## config.mk

```make
export PLATFORM = sky130hd
export DESIGN_NAME = mem_port_arbiter_flat
export DESIGN_NICKNAME = d
export VERILOG_FILES = /design/src/rtl/mem_port_arbiter_if.sv /design/src/rtl/mem_port_arbiter.sv /design/src/flat_wrapper.sv
export SDC_FILE = /design/constraint.sdc
export NUM_CORES = 1
export LEC_CHECK = 0
export ABC_CLOCK_PERIOD_IN_PS = 4000
export BUFFER_PORTS_ARGS = -buffer_cell sky130_fd_sc_hd__buf_4
export CORE_AREA = 2 2 117 119
export DETAILED_ROUTE_END_ITERATION = 6
export DIE_AREA = 0 0 119 121
export PLACE_DENSITY_LB_ADDON = 0.3
export SLEW_MARGIN = 10
export SYNTH_ARGS = -nofsm -noshare
export SYNTH_HDL_FRONTEND = slang
export SYNTH_SLANG_ARGS = --single-unit
```

## constraint.sdc

```tcl
create_clock -name clk -period 4 [get_ports clk]
set_clock_uncertainty 0.2 [all_clocks]
set_input_delay 0.2 -clock clk [delete_from_list [all_inputs] [get_ports clk]]
set_output_delay 0.2 -clock clk [all_outputs]
set_load 0.005 [all_outputs]
```

## src/rtl/mem_port_arbiter_if.sv

```systemverilog
// Command/response bundle between two memory masters, the arbiter and the
// single-ported memory. The arbiter takes the slave view, the environment the master view.
interface mem_port_arbiter_if #(
  parameter int ADDR_W = 32,
  parameter int DATA_W = 32
);
  logic              m0_req;
  logic [ADDR_W-1:0] m0_addr;
  logic [DATA_W-1:0] m0_wr_data;
  logic              m0_wr_ena;
  logic              m0_gnt;
  logic [DATA_W-1:0] m0_rd_data;
  logic              m0_rd_valid;

  logic              m1_req;
  logic [ADDR_W-1:0] m1_addr;
  logic [DATA_W-1:0] m1_wr_data;
  logic              m1_wr_ena;
  logic              m1_gnt;
  logic [DATA_W-1:0] m1_rd_data;
  logic              m1_rd_valid;

  logic [ADDR_W-1:0] mem_addr;
  logic [DATA_W-1:0] mem_wr_data;
  logic              mem_wr_ena;
  logic [DATA_W-1:0] mem_rd_data;
  logic              busy;

  modport slave (
    input  m0_req, m0_addr, m0_wr_data, m0_wr_ena,
    input  m1_req, m1_addr, m1_wr_data, m1_wr_ena,
    input  mem_rd_data,
    output m0_gnt, m0_rd_data, m0_rd_valid,
    output m1_gnt, m1_rd_data, m1_rd_valid,
    output mem_addr, mem_wr_data, mem_wr_ena, busy
  );

  modport master (
    output m0_req, m0_addr, m0_wr_data, m0_wr_ena,
    output m1_req, m1_addr, m1_wr_data, m1_wr_ena,
    output mem_rd_data,
    input  m0_gnt, m0_rd_data, m0_rd_valid,
    input  m1_gnt, m1_rd_data, m1_rd_valid,
    input  mem_addr, mem_wr_data, mem_wr_ena, busy
  );
endinterface

```

## src/rtl/mem_port_arbiter.sv

```systemverilog
// Round-robin arbiter sharing one single-ported memory between two masters,
// with one outstanding read whose data is steered back to its owner.
module mem_port_arbiter #(
  parameter int READ_LATENCY = 1,
  parameter int ADDR_W       = 32,
  parameter int DATA_W       = 32
) (
  input  logic                clk,
  input  logic                rst,
  mem_port_arbiter_if.slave   bus
);

  typedef enum logic {IDLE, RD_WAIT} state_t;

  localparam logic [3:0] LAT = 4'(READ_LATENCY);

  state_t     state, state_nxt;
  logic       last_grant, last_grant_nxt;
  logic       owner, owner_nxt;
  logic [3:0] cnt, cnt_nxt;

  logic rd_return;
  logic eligible;
  logic both_req;
  logic grant_vld;
  logic sel;
  logic sel_we;

  // A grant slot opens when idle, or in the very cycle the pending read returns.
  assign rd_return = (state == RD_WAIT) && (cnt == 4'd1);
  assign eligible  = rst && ((state == IDLE) || rd_return);
  assign both_req  = bus.m0_req && bus.m1_req;
  assign grant_vld = eligible && (bus.m0_req || bus.m1_req);
  assign sel       = both_req ? ~last_grant : bus.m1_req;
  assign sel_we    = sel ? bus.m1_wr_ena : bus.m0_wr_ena;

  // NOTE: state registers use non-blocking assignments and reset asynchronously,
  // so every flop sees pre-edge values and an in-flight read is dropped at once.
  always_ff @(posedge clk or negedge rst) begin
    if (!rst) begin
      state      <= IDLE;
      last_grant <= 1'b1;
      owner      <= 1'b0;
      cnt        <= '0;
    end else begin
      state      <= state_nxt;
      last_grant <= last_grant_nxt;
      owner      <= owner_nxt;
      cnt        <= cnt_nxt;
    end
  end

  // NOTE: every signal driven here gets a default first, so no path leaves
  // one unassigned and no latch is inferred.
  always_comb begin
    state_nxt       = state;
    last_grant_nxt  = last_grant;
    owner_nxt       = owner;
    cnt_nxt         = cnt;
    bus.m0_gnt      = 1'b0;
    bus.m1_gnt      = 1'b0;
    bus.m0_rd_valid = 1'b0;
    bus.m1_rd_valid = 1'b0;
    bus.m0_rd_data  = '0;
    bus.m1_rd_data  = '0;
    bus.mem_addr    = '0;
    bus.mem_wr_data = '0;
    bus.mem_wr_ena  = 1'b0;
    bus.busy        = (state == RD_WAIT);

    if (state == RD_WAIT) begin
      cnt_nxt = cnt - 4'd1;
      if (rd_return) state_nxt = IDLE;
    end

    if (rd_return) begin
      if (owner) begin
        bus.m1_rd_valid = 1'b1;
        bus.m1_rd_data  = bus.mem_rd_data;
      end else begin
        bus.m0_rd_valid = 1'b1;
        bus.m0_rd_data  = bus.mem_rd_data;
      end
    end

    if (grant_vld) begin
      bus.m0_gnt      = ~sel;
      bus.m1_gnt      = sel;
      bus.mem_addr    = sel ? bus.m1_addr    : bus.m0_addr;
      bus.mem_wr_data = sel ? bus.m1_wr_data : bus.m0_wr_data;
      bus.mem_wr_ena  = sel_we;
      last_grant_nxt  = sel;
      // A read granted on the return cycle reloads the counter and stays in RD_WAIT.
      if (!sel_we) begin
        state_nxt = RD_WAIT;
        cnt_nxt   = LAT;
        owner_nxt = sel;
      end
    end
  end

endmodule

```

## src/flat_wrapper.sv

```systemverilog
// flat-port wrapper written by rule: the top's interface ports become plain ports
module mem_port_arbiter_flat 
#(
  parameter int READ_LATENCY = 1,
  parameter int ADDR_W       = 32,
  parameter int DATA_W       = 32
)
  (clk, rst, bus_m0_req, bus_m0_addr, bus_m0_wr_data, bus_m0_wr_ena, bus_m1_req, bus_m1_addr, bus_m1_wr_data, bus_m1_wr_ena, bus_mem_rd_data, bus_m0_gnt, bus_m0_rd_data, bus_m0_rd_valid, bus_m1_gnt, bus_m1_rd_data, bus_m1_rd_valid, bus_mem_addr, bus_mem_wr_data, bus_mem_wr_ena, bus_busy);
  mem_port_arbiter_if #(.ADDR_W(ADDR_W), .DATA_W(DATA_W)) bus_i ();
  input  logic clk;
  input  logic rst;
  input wire logic [$bits(bus_i.m0_req)-1:0] bus_m0_req;
  input wire logic [$bits(bus_i.m0_addr)-1:0] bus_m0_addr;
  input wire logic [$bits(bus_i.m0_wr_data)-1:0] bus_m0_wr_data;
  input wire logic [$bits(bus_i.m0_wr_ena)-1:0] bus_m0_wr_ena;
  input wire logic [$bits(bus_i.m1_req)-1:0] bus_m1_req;
  input wire logic [$bits(bus_i.m1_addr)-1:0] bus_m1_addr;
  input wire logic [$bits(bus_i.m1_wr_data)-1:0] bus_m1_wr_data;
  input wire logic [$bits(bus_i.m1_wr_ena)-1:0] bus_m1_wr_ena;
  input wire logic [$bits(bus_i.mem_rd_data)-1:0] bus_mem_rd_data;
  output wire logic [$bits(bus_i.m0_gnt)-1:0] bus_m0_gnt;
  output wire logic [$bits(bus_i.m0_rd_data)-1:0] bus_m0_rd_data;
  output wire logic [$bits(bus_i.m0_rd_valid)-1:0] bus_m0_rd_valid;
  output wire logic [$bits(bus_i.m1_gnt)-1:0] bus_m1_gnt;
  output wire logic [$bits(bus_i.m1_rd_data)-1:0] bus_m1_rd_data;
  output wire logic [$bits(bus_i.m1_rd_valid)-1:0] bus_m1_rd_valid;
  output wire logic [$bits(bus_i.mem_addr)-1:0] bus_mem_addr;
  output wire logic [$bits(bus_i.mem_wr_data)-1:0] bus_mem_wr_data;
  output wire logic [$bits(bus_i.mem_wr_ena)-1:0] bus_mem_wr_ena;
  output wire logic [$bits(bus_i.busy)-1:0] bus_busy;
  assign bus_i.m0_req = bus_m0_req;
  assign bus_i.m0_addr = bus_m0_addr;
  assign bus_i.m0_wr_data = bus_m0_wr_data;
  assign bus_i.m0_wr_ena = bus_m0_wr_ena;
  assign bus_i.m1_req = bus_m1_req;
  assign bus_i.m1_addr = bus_m1_addr;
  assign bus_i.m1_wr_data = bus_m1_wr_data;
  assign bus_i.m1_wr_ena = bus_m1_wr_ena;
  assign bus_i.mem_rd_data = bus_mem_rd_data;
  assign bus_m0_gnt = bus_i.m0_gnt;
  assign bus_m0_rd_data = bus_i.m0_rd_data;
  assign bus_m0_rd_valid = bus_i.m0_rd_valid;
  assign bus_m1_gnt = bus_i.m1_gnt;
  assign bus_m1_rd_data = bus_i.m1_rd_data;
  assign bus_m1_rd_valid = bus_i.m1_rd_valid;
  assign bus_mem_addr = bus_i.mem_addr;
  assign bus_mem_wr_data = bus_i.mem_wr_data;
  assign bus_mem_wr_ena = bus_i.mem_wr_ena;
  assign bus_busy = bus_i.busy;
  mem_port_arbiter #(.READ_LATENCY(READ_LATENCY), .ADDR_W(ADDR_W), .DATA_W(DATA_W)) u_core (.clk(clk), .rst(rst), .bus(bus_i));
endmodule
```

## Word-level counts from Yosys, hierarchy flattened

Index checks and enable logic that the tools add are counted.

| operators by class | value |
|---|---|
| bitwise operators | 4 |
| $add $sub $neg | 1 |
| reductions and logical operators | 7 |
| muxes and demuxes | 24 |
| equality and inequality tests | 1 |

Operator list:

| cell | number |
|---|---|
| $mux 32 | 8 |
| $mux 1 | 13 |
| $mux 4 | 3 |
| $eq 4x1->1 const B | 1 |
| $logic_and 1x1->1 | 4 |
| $not 1->1 | 4 |
| $sub 4x1->4 const B | 1 |
| $logic_or 1x1->1 | 2 |
| $reduce_and 2->1 | 1 |

| word-level totals | value |
|---|---|
| input bits | 166 |
| output and inout bits | 134 |
| logic and storage cells | 41 |
| flip-flop bits (word level) | 7 |

## Longest topological paths before layout

| depth | value |
|---|---|
| word-level depth | 6 |
| depth in mapped cells | 8 |
| mapped depth without buffers | 5 |

## Worst setup path after synthesis

Ideal clock, no wire load.

| timing | value |
|---|---|
| kind | register to output |
| start point | reg u_core.cnt[1] |
| end point | out bus_mem_wr_data[10] |
| setup slack | 1.954 ns |
| cell stages (with the launch flop) | 9 |
| arrival time | 1.646 ns |
| path buffers | 3 |
| data required time | 3.600 ns |
| path through | dfrtp_1 -> inv_1 -> ha_1 -> or3b_1 -> buf_2 -> a21o_1 -> buf_6 -> buf_6 -> a21oi_2 |

| on the way | value |
|---|---|
| longest elaborated chain between the ends | 6 |

RTL lines:

| what | RTL line | source |
|---|---|---|
| start: declaration | mem_port_arbiter.sv:20 | `logic [3:0] cnt, cnt_nxt;` |
| start signal: assignment | mem_port_arbiter.sv:49 | `cnt <= cnt_nxt;` |
| $eq 4x1->1 | mem_port_arbiter.sv:30 | `assign rd_return = (state == RD_WAIT) && (cnt == 4'd1);` |
| $logic_and 1x1->1 | mem_port_arbiter.sv:30 |  |
| $logic_or 1x1->1 | mem_port_arbiter.sv:31 | `assign eligible = rst && ((state == IDLE) \|\| rd_return);` |
| $logic_and 1x1->1 | mem_port_arbiter.sv:31 |  |
| $logic_and 1x1->1 | mem_port_arbiter.sv:33 | `assign grant_vld = eligible && (bus.m0_req \|\| bus.m1_req);` |
| $mux 32 | mem_port_arbiter.sv:86 | `if (grant_vld) begin` |
| end: declaration | flat_wrapper.sv:28 | `output wire logic [$bits(bus_i.mem_wr_data)-1:0] bus_mem_wr_data;` |

Every way passes these cells.

## Final worst setup path

| timing | value |
|---|---|
| start point | reg u_core.cnt[0] |
| end point | out bus_mem_wr_data[31] |

Same word-level chain as after synthesis.

==> results.txt <==
- Distinct cell type count after synthesis: 28
- Summed over all cells, the static leakage comes to 2.33 nW.
* Result of the run: complete, no violations
* Vias per cell: 4.10
- Util after Layout: 33.0%
- Among all stages on the critical path, the largest delay is contributed by sky130_fd_sc_hd__a21o_2.
- For this design the top-level I/O count stands at 300.
- Setup repair after global routing left no endpoint under its margin.
* Via count of the first global-routing pass: 3,133
* Adder and majority gate portion of the synthesized area: 1.34%
- Critical Path AT: 2.63 ns
- The initial utilization of the core area, before any placement, comes to 14.3%.
* Fin Hold WS: 0.0880 ns
- Signal routing reaches up to met4.
- Overall global routing resource usage: 12.4%
* Startpoint of the tightest hold check path: bus_m0_wr_ena
- Insertion delay of the later-clocked pin in the worst-skew pair: 0.24 ns
* Fraction of the cycle the final worst path needs: 75.9%
- Length of routed wiring on met1: 3600 um
- Total number of vias: 3,209
- Clock Sinks: 7
- Among the stages of the critical path, the cell type that occurs most often is sky130_fd_sc_hd__buf_4.
* Avg Cell Area, Syn: 5.68 um^2
* Maximum fanout encountered on the critical timing path: 42
* Final min period: 3.03 ns
- In this run the tightest slew margin relative to its limit is 38.8%.
- Wire length on met3: 951 um
- Placed Instances: 778
- Buffers inserted during clock tree synthesis total 3.
* Leading register cell type out of synthesis: sky130_fd_sc_hd__dfrtp_1
* Mux contribution to synthesized area: 1.74%
- The first routing iteration left 58 violations.
* Non-filler cells, final: 783
- The synthesized netlist devotes 1.41% of its cell area to XOR and XNOR gates.
- Hold EP: u_core.owner$_DFFE_PN0P_
* Total Power Consumption: 1.19 mW
* Port buffer count: 299
- DRT Pass-1 Iters: 5
- After legalization and detailed placement, the total HPWL measured 8220 um.
* Final number of hold-violating endpoints: 0
* Sequential share of the synthesized area: 9.44%
- Async set-or-reset flop fraction in the synthesized netlist: 100%
* Max-capacitance violation count: 0
* Standard-cell rows: 42
- Chip height: 121 um
- Reg2Reg Setup Slack: 1.75 ns
* Max Slew Vio Count: 0
- The number of antenna diodes in the final layout is 0.
* Synthesized flop and latch total: 7
* Pwr/cell area: 276 mW/mm^2
- In the final layout, the share of cells above drive strength 1 is 55.0%.
- The tree is rooted in a sky130_fd_sc_hd__clkbuf_16.
- The area growth from synthesis to layout is 131%.
- Count of antenna-violating nets left after detailed routing: 0
* Instance count of the mapped netlist: 329
- At the end of routability-driven placement, the weighted congestion stood at 0.796.
* Net count of the finished layout: 776
- After layout, the worst setup slack is 0.966 ns.
- Derived from the worst setup path, the maximum achievable clock frequency is 330 MHz.
- The worst hold path was traced through 3 stages.
- The number of nets handed over by synthesis was 497.
- Traced cell by cell, the critical path runs through ha_1, or3b_1, a21o_2, buf_4, a21oi_1, buf_4.
- Combinational family with the most area after synthesis: simple AND/OR/NAND/NOR gates
- Prior to clock tree synthesis, the placed netlist has a worst setup slack of 1.22 ns.
- Type of element launching the critical path: flop
- Warning count from the yosys run: 0
- Total setup buffers inserted after CTS: 0
- No sink is reached through more buffers than the 2 on the longest clock path.
- Summed negative setup slack over all endpoints: 0 ns
- At the pin with the least slew margin, the transition time is 0.915 ns.
- In this run, synthesis inferred 0 flip-flops with an integrated enable.
- CTS tree: done
- The routed design has 9990 um of wire.
- In this run the critical register-to-register path is captured at u_core.cnt[1]$_DFF_PN0_.
- The number of antenna violations at the first check in global routing is 0.
- Measured in cells, the most critical reg-to-reg path has a length of 3.
* Average detailed-routed wire length per instance: 12.8 um
- Instance area at placement: 0.00423 mm^2
* Share of synthesized cell area in and, or, nand and nor gates: 52.0%
* Post-synthesis compound-gate area fraction: 25.6%
- Number of H-tree levels: 1
- The core region is 0.0131 mm^2.
- Area enclosed by the die boundary: 0.0144 mm^2
- Largest incremental delay on the critical path: 0.59 ns
- Clock-pin slew was measured on the worst setup and hold paths at 0.04 ns.
- After detailed routing, the number of remaining DRC violations is 0.
- Wire length of the first global-routing pass: 15,000 um
- The startpoint identified for the worst register-to-register timing path is u_core.last_grant$_DFFE_PN1P_.
- After detailed routing, the met2 layer carries 5280 um of wire.
* Floorplan die width: 119 um
- Worst endpoint required time: 3.60 ns
- Netlist area before placement: 0.00187 mm^2
- Setup violations remaining at the end of the flow were counted as 0.
- The setup path with the least slack is of type reg2out.
- After filler insertion, the fill cell instance count of the layout stands at 1,379.
* Maximum resistive drop on vdd: 0.0000980 V
- Post-route design area: 0.00432 mm^2
- For this run the aggregate overflow at the end of global routing stands at 0.
- The tightest min-delay check is of the in2reg type.
- Crit end category: primary output
- Largest net degree at the start of global routing: 43
==> layout by cell type, fill, tap and decap left out, types with 3 or more instances in the layout <==
cell,n
sky130_fd_sc_hd__dfrtp_1,6
sky130_fd_sc_hd__a21oi_2,20
sky130_fd_sc_hd__nand2_1,131
sky130_fd_sc_hd__clkbuf_16,3
sky130_fd_sc_hd__buf_4,302
sky130_fd_sc_hd__a21oi_1,47
sky130_fd_sc_hd__nor2_1,4
sky130_fd_sc_hd__and2_1,65
sky130_fd_sc_hd__inv_1,4
==> where the power goes <==
part	leakage, nW	internal [mW]	switching [mW]
combinational	2.21	0.441	0.420
sequential	0.0779	0.110	0.0439
clock	0.0409	0.132	0.0449
total	2.33	0.682	0.509
==> synthesized netlist by cell type (all sizes together) (2+ instances only) <==
master / number / area (um^2)
inv: 4 / 15.0
a21oi: 67 / 410
nand2: 131 / 492
ha: 2 / 25.0
clkbuf: 17 / 63.8
and2: 65 / 407
dfrtp: 6 / 150
mux2: 2 / 22.5
nor2: 4 / 15.0
o21ai: 2 / 10.0
xnor2: 2 / 17.5
nor3: 2 / 32.5
buf: 12 / 78.8
==> registers in the layout, indices dropped and copies added, names as in the netlist <==
name and flops:
u_core.owner 1, u_core.bus.busy 1, u_core.last_grant 1, u_core.cnt 4
==> per-layer routing <==
layer,vias to the layer above,global-route usage (%)
met2,198,24.8
met5,-,0
met4,0,3.13
met3,12,2.40
li1,1604,-
met1,1395,13.2
==> critical path: cells and delay by family (launching register included) <==
kind / cells / cell delay, ns
adders and majority gates: 1 / 0.21
buffers and inverters: 2 / 0.71
AOI/OAI and AO/OA: 2 / 0.69
DFF: 1 / 0.41
and+or+nand+nor: 1 / 0.33
==> cell families (layout without fill, tap and decap cells) <==
family                     Yosys count  in the layout
and+or+nand+nor                    205            205
AOI/OAI and AO/OA                   76             76
buffers and inverters               33            311
DFF                                  7              7
xor gates and xnor gates             3              3
muxes                                3              3
adders and majority gates            2              2
==> timing repair <==
| action | in CTS | in global routing |
|---|---|---|
| hold buffers | 1 | 0 |
| setup endpoints to repair | 0 | 0 |
| gates resized for setup | 0 | 0 |
| endpoints found under the hold margin | 7 | 0 |
==> area by class of cell <==
type,instances,area (um^2),area share [%]
multi-input combinational,289,1550,35.8
clock inverter,1,5.00,0.116
tap,176,220,5.10
clock buffer,3,75.1,1.74
inverter,4,15.0,0.348
sequential,7,176,4.09
timing repair buffer,303,2280,52.8
==> how the worst max path moves through the flow <==
| stage | start | slack [ns] | endpoint | cells after the start |
|---|---|---|---|---|
| finish | u_core.cnt[0]$_DFF_PN0_ | 0.97 | bus_mem_wr_data[31] | 6 |
| floorplan | u_core.cnt[1]$_DFF_PN0_ | 1.95 | bus_mem_wr_data[10] | 8 |
| detailed placement | u_core.cnt[0]$_DFF_PN0_ | 1.22 | bus_mem_wr_data[2] | 6 |
| global route | u_core.cnt[0]$_DFF_PN0_ | 0.75 | bus_mem_addr[31] | 6 |
| CTS | u_core.cnt[0]$_DFF_PN0_ | 0.94 | bus_mem_wr_data[2] | 6 |
| global placement | u_core.cnt[0]$_DFF_PN0_ | 1.28 | bus_mem_wr_data[31] | 6 |
Power figures use the tool's default switching activity.
